<file path="src/rtl/com_uart_tx.sv">
// com_uart_tx: buffers COM bytes from the CPU in a small FIFO and serialises
// them as UART frames (8N1, idle-high line, LSB first).
// Build option: define COM_UART_PARITY_EN to insert an even-parity bit
// between the data bits and the stop bit (8E1 frames).
module com_uart_tx #(
    parameter int unsigned CLKS_PER_BIT = 434,
    parameter int unsigned FIFO_DEPTH   = 16
) (
    input  logic       clk,
    input  logic       reset,
    input  logic       byte_valid,
    input  logic [7:0] byte_in,
    input  logic       end_flag,
    output logic       tx,
    output logic       busy,
    output logic       full,
    output logic       overflow,
    output logic       done
);

    localparam int unsigned PTR_W = (FIFO_DEPTH > 1) ? $clog2(FIFO_DEPTH) : 1;
    localparam int unsigned LEN_W = PTR_W + 1;
    localparam int unsigned CNT_W = (CLKS_PER_BIT > 1) ? $clog2(CLKS_PER_BIT) : 1;

`ifdef COM_UART_PARITY_EN
    typedef enum logic [2:0] {
        IDLE   = 3'd0,
        START  = 3'd1,
        DATA   = 3'd2,
        PARITY = 3'd3,
        STOP   = 3'd4
    } state_t;
`else
    typedef enum logic [2:0] {
        IDLE  = 3'd0,
        START = 3'd1,
        DATA  = 3'd2,
        STOP  = 3'd4
    } state_t;
`endif

    state_t           state;
    logic [7:0]       mem [FIFO_DEPTH];
    logic [PTR_W-1:0] wr_ptr;
    logic [PTR_W-1:0] rd_ptr;
    logic [LEN_W-1:0] count;
    logic [CNT_W-1:0] bit_cnt;
    logic [2:0]       bit_idx;
    logic [7:0]       shift;
    logic             end_seen;
`ifdef COM_UART_PARITY_EN
    logic             parity_bit;
`endif

    logic push;
    logic pop;
    logic bit_end;

    // Full is judged on the pre-edge count, so a same-cycle pop never frees room.
    assign full    = (count == LEN_W'(FIFO_DEPTH));
    assign push    = byte_valid & ~full;
    assign pop     = (state == IDLE) & (count != '0);
    assign bit_end = (bit_cnt == CNT_W'(CLKS_PER_BIT - 1));
    assign busy    = (state != IDLE) | (count != '0);
    assign done    = end_seen & (count == '0) & (state == IDLE);

    // FIFO storage; contents need no reset since count gates every read.
    always_ff @(posedge clk) begin
        if (push) begin
            mem[wr_ptr] <= byte_in;
        end
    end

    // FIFO pointers, occupancy, sticky overflow and end-of-program tracking.
    always_ff @(posedge clk or posedge reset) begin
        if (reset) begin
            wr_ptr   <= '0;
            rd_ptr   <= '0;
            count    <= '0;
            overflow <= 1'b0;
            end_seen <= 1'b0;
        end else begin
            if (push) begin
                wr_ptr <= wr_ptr + PTR_W'(1);
            end
            if (pop) begin
                rd_ptr <= rd_ptr + PTR_W'(1);
            end
            case ({push, pop})
                2'b10:   count <= count + LEN_W'(1);
                2'b01:   count <= count - LEN_W'(1);
                default: count <= count;
            endcase
            if (byte_valid && full) begin
                overflow <= 1'b1;
            end
            if (end_flag) begin
                end_seen <= 1'b1;
            end
        end
    end

    // Frame serialiser: each state holds its line level for CLKS_PER_BIT cycles.
    always_ff @(posedge clk or posedge reset) begin
        if (reset) begin
            state   <= IDLE;
            tx      <= 1'b1;
            bit_cnt <= '0;
            bit_idx <= '0;
            shift   <= '0;
`ifdef COM_UART_PARITY_EN
            parity_bit <= 1'b0;
`endif
        end else begin
            case (state)
                IDLE: begin
                    tx <= 1'b1;
                    if (pop) begin
                        shift   <= mem[rd_ptr];
`ifdef COM_UART_PARITY_EN
                        parity_bit <= ^mem[rd_ptr];
`endif
                        bit_cnt <= '0;
                        bit_idx <= '0;
                        tx      <= 1'b0;
                        state   <= START;
                    end
                end
                START: begin
                    if (bit_end) begin
                        bit_cnt <= '0;
                        bit_idx <= '0;
                        tx      <= shift[0];
                        state   <= DATA;
                    end else begin
                        bit_cnt <= bit_cnt + CNT_W'(1);
                    end
                end
                DATA: begin
                    if (bit_end) begin
                        bit_cnt <= '0;
                        if (bit_idx == 3'd7) begin
`ifdef COM_UART_PARITY_EN
                            tx    <= parity_bit;
                            state <= PARITY;
`else
                            tx    <= 1'b1;
                            state <= STOP;
`endif
                        end else begin
                            tx      <= shift[1];
                            shift   <= {1'b0, shift[7:1]};
                            bit_idx <= bit_idx + 3'd1;
                        end
                    end else begin
                        bit_cnt <= bit_cnt + CNT_W'(1);
                    end
                end
`ifdef COM_UART_PARITY_EN
                PARITY: begin
                    if (bit_end) begin
                        bit_cnt <= '0;
                        tx      <= 1'b1;
                        state   <= STOP;
                    end else begin
                        bit_cnt <= bit_cnt + CNT_W'(1);
                    end
                end
`endif
                STOP: begin
                    tx <= 1'b1;
                    if (bit_end) begin
                        bit_cnt <= '0;
                        state   <= IDLE;
                    end else begin
                        bit_cnt <= bit_cnt + CNT_W'(1);
                    end
                end
                default: begin
                    tx    <= 1'b1;
                    state <= IDLE;
                end
            endcase
        end
    end

endmodule

</file>
<file path="config.mk">
export PLATFORM = sky130hd
export DESIGN_NAME = com_uart_tx
export DESIGN_NICKNAME = d
export VERILOG_FILES = /design/src/rtl/com_uart_tx.sv
export SDC_FILE = /design/constraint.sdc
export NUM_CORES = 1
export LEC_CHECK = 0
export BUFFER_PORTS_ARGS = -buffer_cell sky130_fd_sc_hd__buf_2
export CAP_MARGIN = 20
export CELL_PAD_IN_SITES_DETAIL_PLACEMENT = 1
export CELL_PAD_IN_SITES_GLOBAL_PLACEMENT = 1
export CORE_MARGIN = 2
export CORE_UTILIZATION = 57
export CTS_CLUSTER_DIAMETER = 80
export DETAILED_ROUTE_END_ITERATION = 10
export PLACE_DENSITY_LB_ADDON = 0.1
export SETUP_SLACK_MARGIN = 0.5
export SLEW_MARGIN = 20
export SYNTH_ARGS = -nofsm -noshare
export SYNTH_HDL_FRONTEND = slang
export SYNTH_SLANG_ARGS = --single-unit
</file>
<file path="constraint.sdc">
create_clock -name clk -period 7.72 [get_ports clk]
set_input_delay 1.158 -clock clk [delete_from_list [all_inputs] [get_ports clk]]
set_output_delay 1.158 -clock clk [all_outputs]
set_load 0.02 [all_outputs]
</file>
==> flow_summary.ini <==
[synthesis]
synth_top_cells_by_count = 128 x edfxtp_1, 38 x dfrtp_1, 32 x mux4_2
synth_seq_area_share_pct = 68.2
synthDominantCellAreaShare_pct = 54.4
ys_types = 55
synthCells = 439
syn-num-nets = 464
synth.most_common_cell = edfxtp_1
synth_area_leaders = edfxtp_1 54%, dfrtp_1 13%, mux4_2 10%
yosysTopAreaCell = edfxtp_1
ys_warn_count = 0
avgSynthCellArea_um2 = 16.1
synth_flop_cell = edfxtp_1
syn_area_um2 = 7070
synth_enable_flop_cells = 128
synth_seq_cells = 167
synthArstFlopShare_pct = 23.4

[timing]
fin_crit_sh_pct = 40.3
finalSetupViolCount = 0
maxSlewHeadroom_pct = 36.3
final.setup.tns_ns = 0
fin_skew_ns = 0.0109
finalHoldViolCount = 0
worst_slew_pin_slew_ns = 0.952
finalHoldWorstSlack_ns = 0.461
rsz0062_at_grt = false
fmax_mhz = 321
slew_violations = 0
layout_min_cycle_time_ns = 3.11

[critical_path]
critPathLaunchType = flip-flop
cp.buffers_inverters = 0
crit_type = flip-flop to flip-flop
cp_data_required_time_ns = 8.07
rr_startpoint = count[2]
cp_slowest_stage_delay_ns = 0.73
rr_worst_depth = 10
crit_path_end_kind = flip-flop
worstPathCellList = nor4_4 > a2111oi_4 > ha_1 > xor2_1 > ha_1 > o21a_1 > o21ai_0 > nand3b_1 > a21oi_1 > xnor2_1
path_max_fanout = 10
crit_family = compound AO/OA/AOI/OAI gates
cp_common_cell = ha_1
r2r_end = count[4]
cp_slowest_cell = a2111oi_4
arrival_ns = 3.46
regToRegSetupSlack_ns = 4.61

[grt]
grt_max_degree = 39
antenna_found_initial = 0
grt_pass1_wl_um = 23700
gr-total-overflow = 0
grt_usage_pct = 25.1
first_global_vias = 4108

[drt]
vias = 3805
drtAntennaViolNets = 0
routedWlPerCell_um = 23.4
routed_wl_um = 14900
initialDrtViolationCount = 240
dr.pass1.iters = 4
via_per_inst = 5.98
route.detailed.drc = 0

[layout]
area_delta_synth_final_pct = 10.9
finalInstanceArea_um2 = 7840
drive_above_1_share_pct = 21.6
nets = 480
num_antenna_cells = 0

[clock_tree]
insertion_delay_ns = 0.43
cts.repair.resized = 0
cts_max_path_buffers = 2
htreeDepth = 4
cts_hold_buf = 0
cts-root-buf = clkbuf_16
clk_pin_slew_ns = 0.06
cts.sinks = 167
post_cts_buffers = 0
cts_tree = done
cts-buffers-inserted = 17

[floorplanning]
fp-row-count = 40
ios = 17
die_area_um2 = 13300
start_util_pct = 58.6
die_width_um = 115
die_h_um = 115
coreArea_um2 = 12100

[power_and_ir_drop]
ir_worst_vdd_v = 0.000252
p_leak_nw = 2.75
p_per_area_nw_per_um2 = 277

[hold_path]
hold_class = flip-flop to flip-flop
hold_start = overflow
min_to = overflow
hold_depth = 1

[outcome]
status = complete, no violations

[placement]
place_area_um2 = 7260
gp_congestion = 0.779
port-buffer-count = 16
dpl.hpwl_um = 9360

[flow_run]
cap_violations = 0
[per-stage QoR]
step	utilization [%]	worst slack (ns)	std cells	power, mW
finish	65.0	4.61	636	2.17
CTS	64.9	4.61	636	2.19
floorplan	-	4.75	439	1.30
global placement	60.2	4.57	604	1.35
global route	65.0	4.42	636	2.26
detailed placement	60.2	4.46	604	1.37
[power by group]
group	switching [mW]	internal (mW)	total (mW)	leakage (nW)
combinational	0.143	0.0849	0.228	0.846
sequential	0.0635	1.07	1.13	1.63
clock	0.361	0.452	0.813	0.273
total	0.568	1.60	2.17	2.75
[registers in the layout (all words and copies together) (netlist names)]
register	cells
bit_cnt	9
bit_idx	3
count	5
end_seen	1
mem	128
overflow	1
rd_ptr	4
shift	8
state	3
tx	1
wr_ptr	4
[placed cells by master (no fill, tap or decap), types with 3 or more instances in the layout]
cell and n:
nor3_1 12, o21bai_1 3, or2_2 3, nand2b_1 5
edfxtp_1 128, o22ai_1 12, dfrtp_1 37, a22o_1 4
clkbuf_16 17, clkinvlp_4 3, clkinv_4 3, nand2_1 16
buf_2 16, nand3_1 8, mux4_2 32, a21oi_1 17
a31oi_1 4, mux2i_1 3, xor2_1 9, or3_1 4
nor2_1 31, o21ai_0 13, nand4_1 3, inv_1 13
xnor2_1 8, ha_1 13, buf_4 6
[final cells by class]
cell class	count	area, um2
inverters	13	48.8
repair buffers	22	125
clock buffers	18	429
well taps	168	210
fillers	1058	4220
flip-flops and latches	167	4820
multi-input cells	234	2060
clock inverters	14	145
[routing by layer]
layer  part of all wire, %  up-vias  global-route usage, %
met4                   1.7        0                   8.51
met2                    53       82                   41.9
li1                      -     1727                      -
met5                     0        -                      0
met1                    41     1973                   32.6
met3                   4.1       23                   5.90
[how the worst max path moves through the flow]
| stage | endpoint | slack [ns] | startpoint | depth (start not counted) |
|---|---|---|---|---|
| 4_1_cts | count[4] | 4.61 | count[1] | 10 |
| 5_1_grt | count[4] | 4.42 | count[1] | 9 |
| 2_1_floorplan | count[4] | 4.75 | byte_valid | 12 |
| 3_5_place_dp | count[4] | 4.46 | byte_valid | 11 |
| 6_report | count[4] | 4.61 | count[2] | 10 |
| 3_3_place_gp | count[4] | 4.57 | byte_valid | 11 |
[logic make-up after synthesis]
kind of cell | count (synthesis) | synth area share (%)
AO/OA/AOI/OAI | 69 | 6.58
XOR/XNOR | 17 | 2.11
adder cells (fa/ha/maj) | 13 | 2.30
buffers and inverters | 38 | 2.78
flip-flops | 167 | 68.2
multiplexers | 37 | 10.9
AND/OR/NAND/NOR | 98 | 7.11
[worst reg2reg max path: stages (launching register included)]
cell       delay [ns]
dfrtp_1          0.54
nor4_4           0.11
a2111oi_4        0.73
ha_1             0.48
xor2_1           0.13
ha_1             0.24
o21a_1           0.17
o21ai_0          0.19
nand3b_1         0.11
a21oi_1          0.20
xnor2_1          0.14
(Power assumes the default switching activity.)
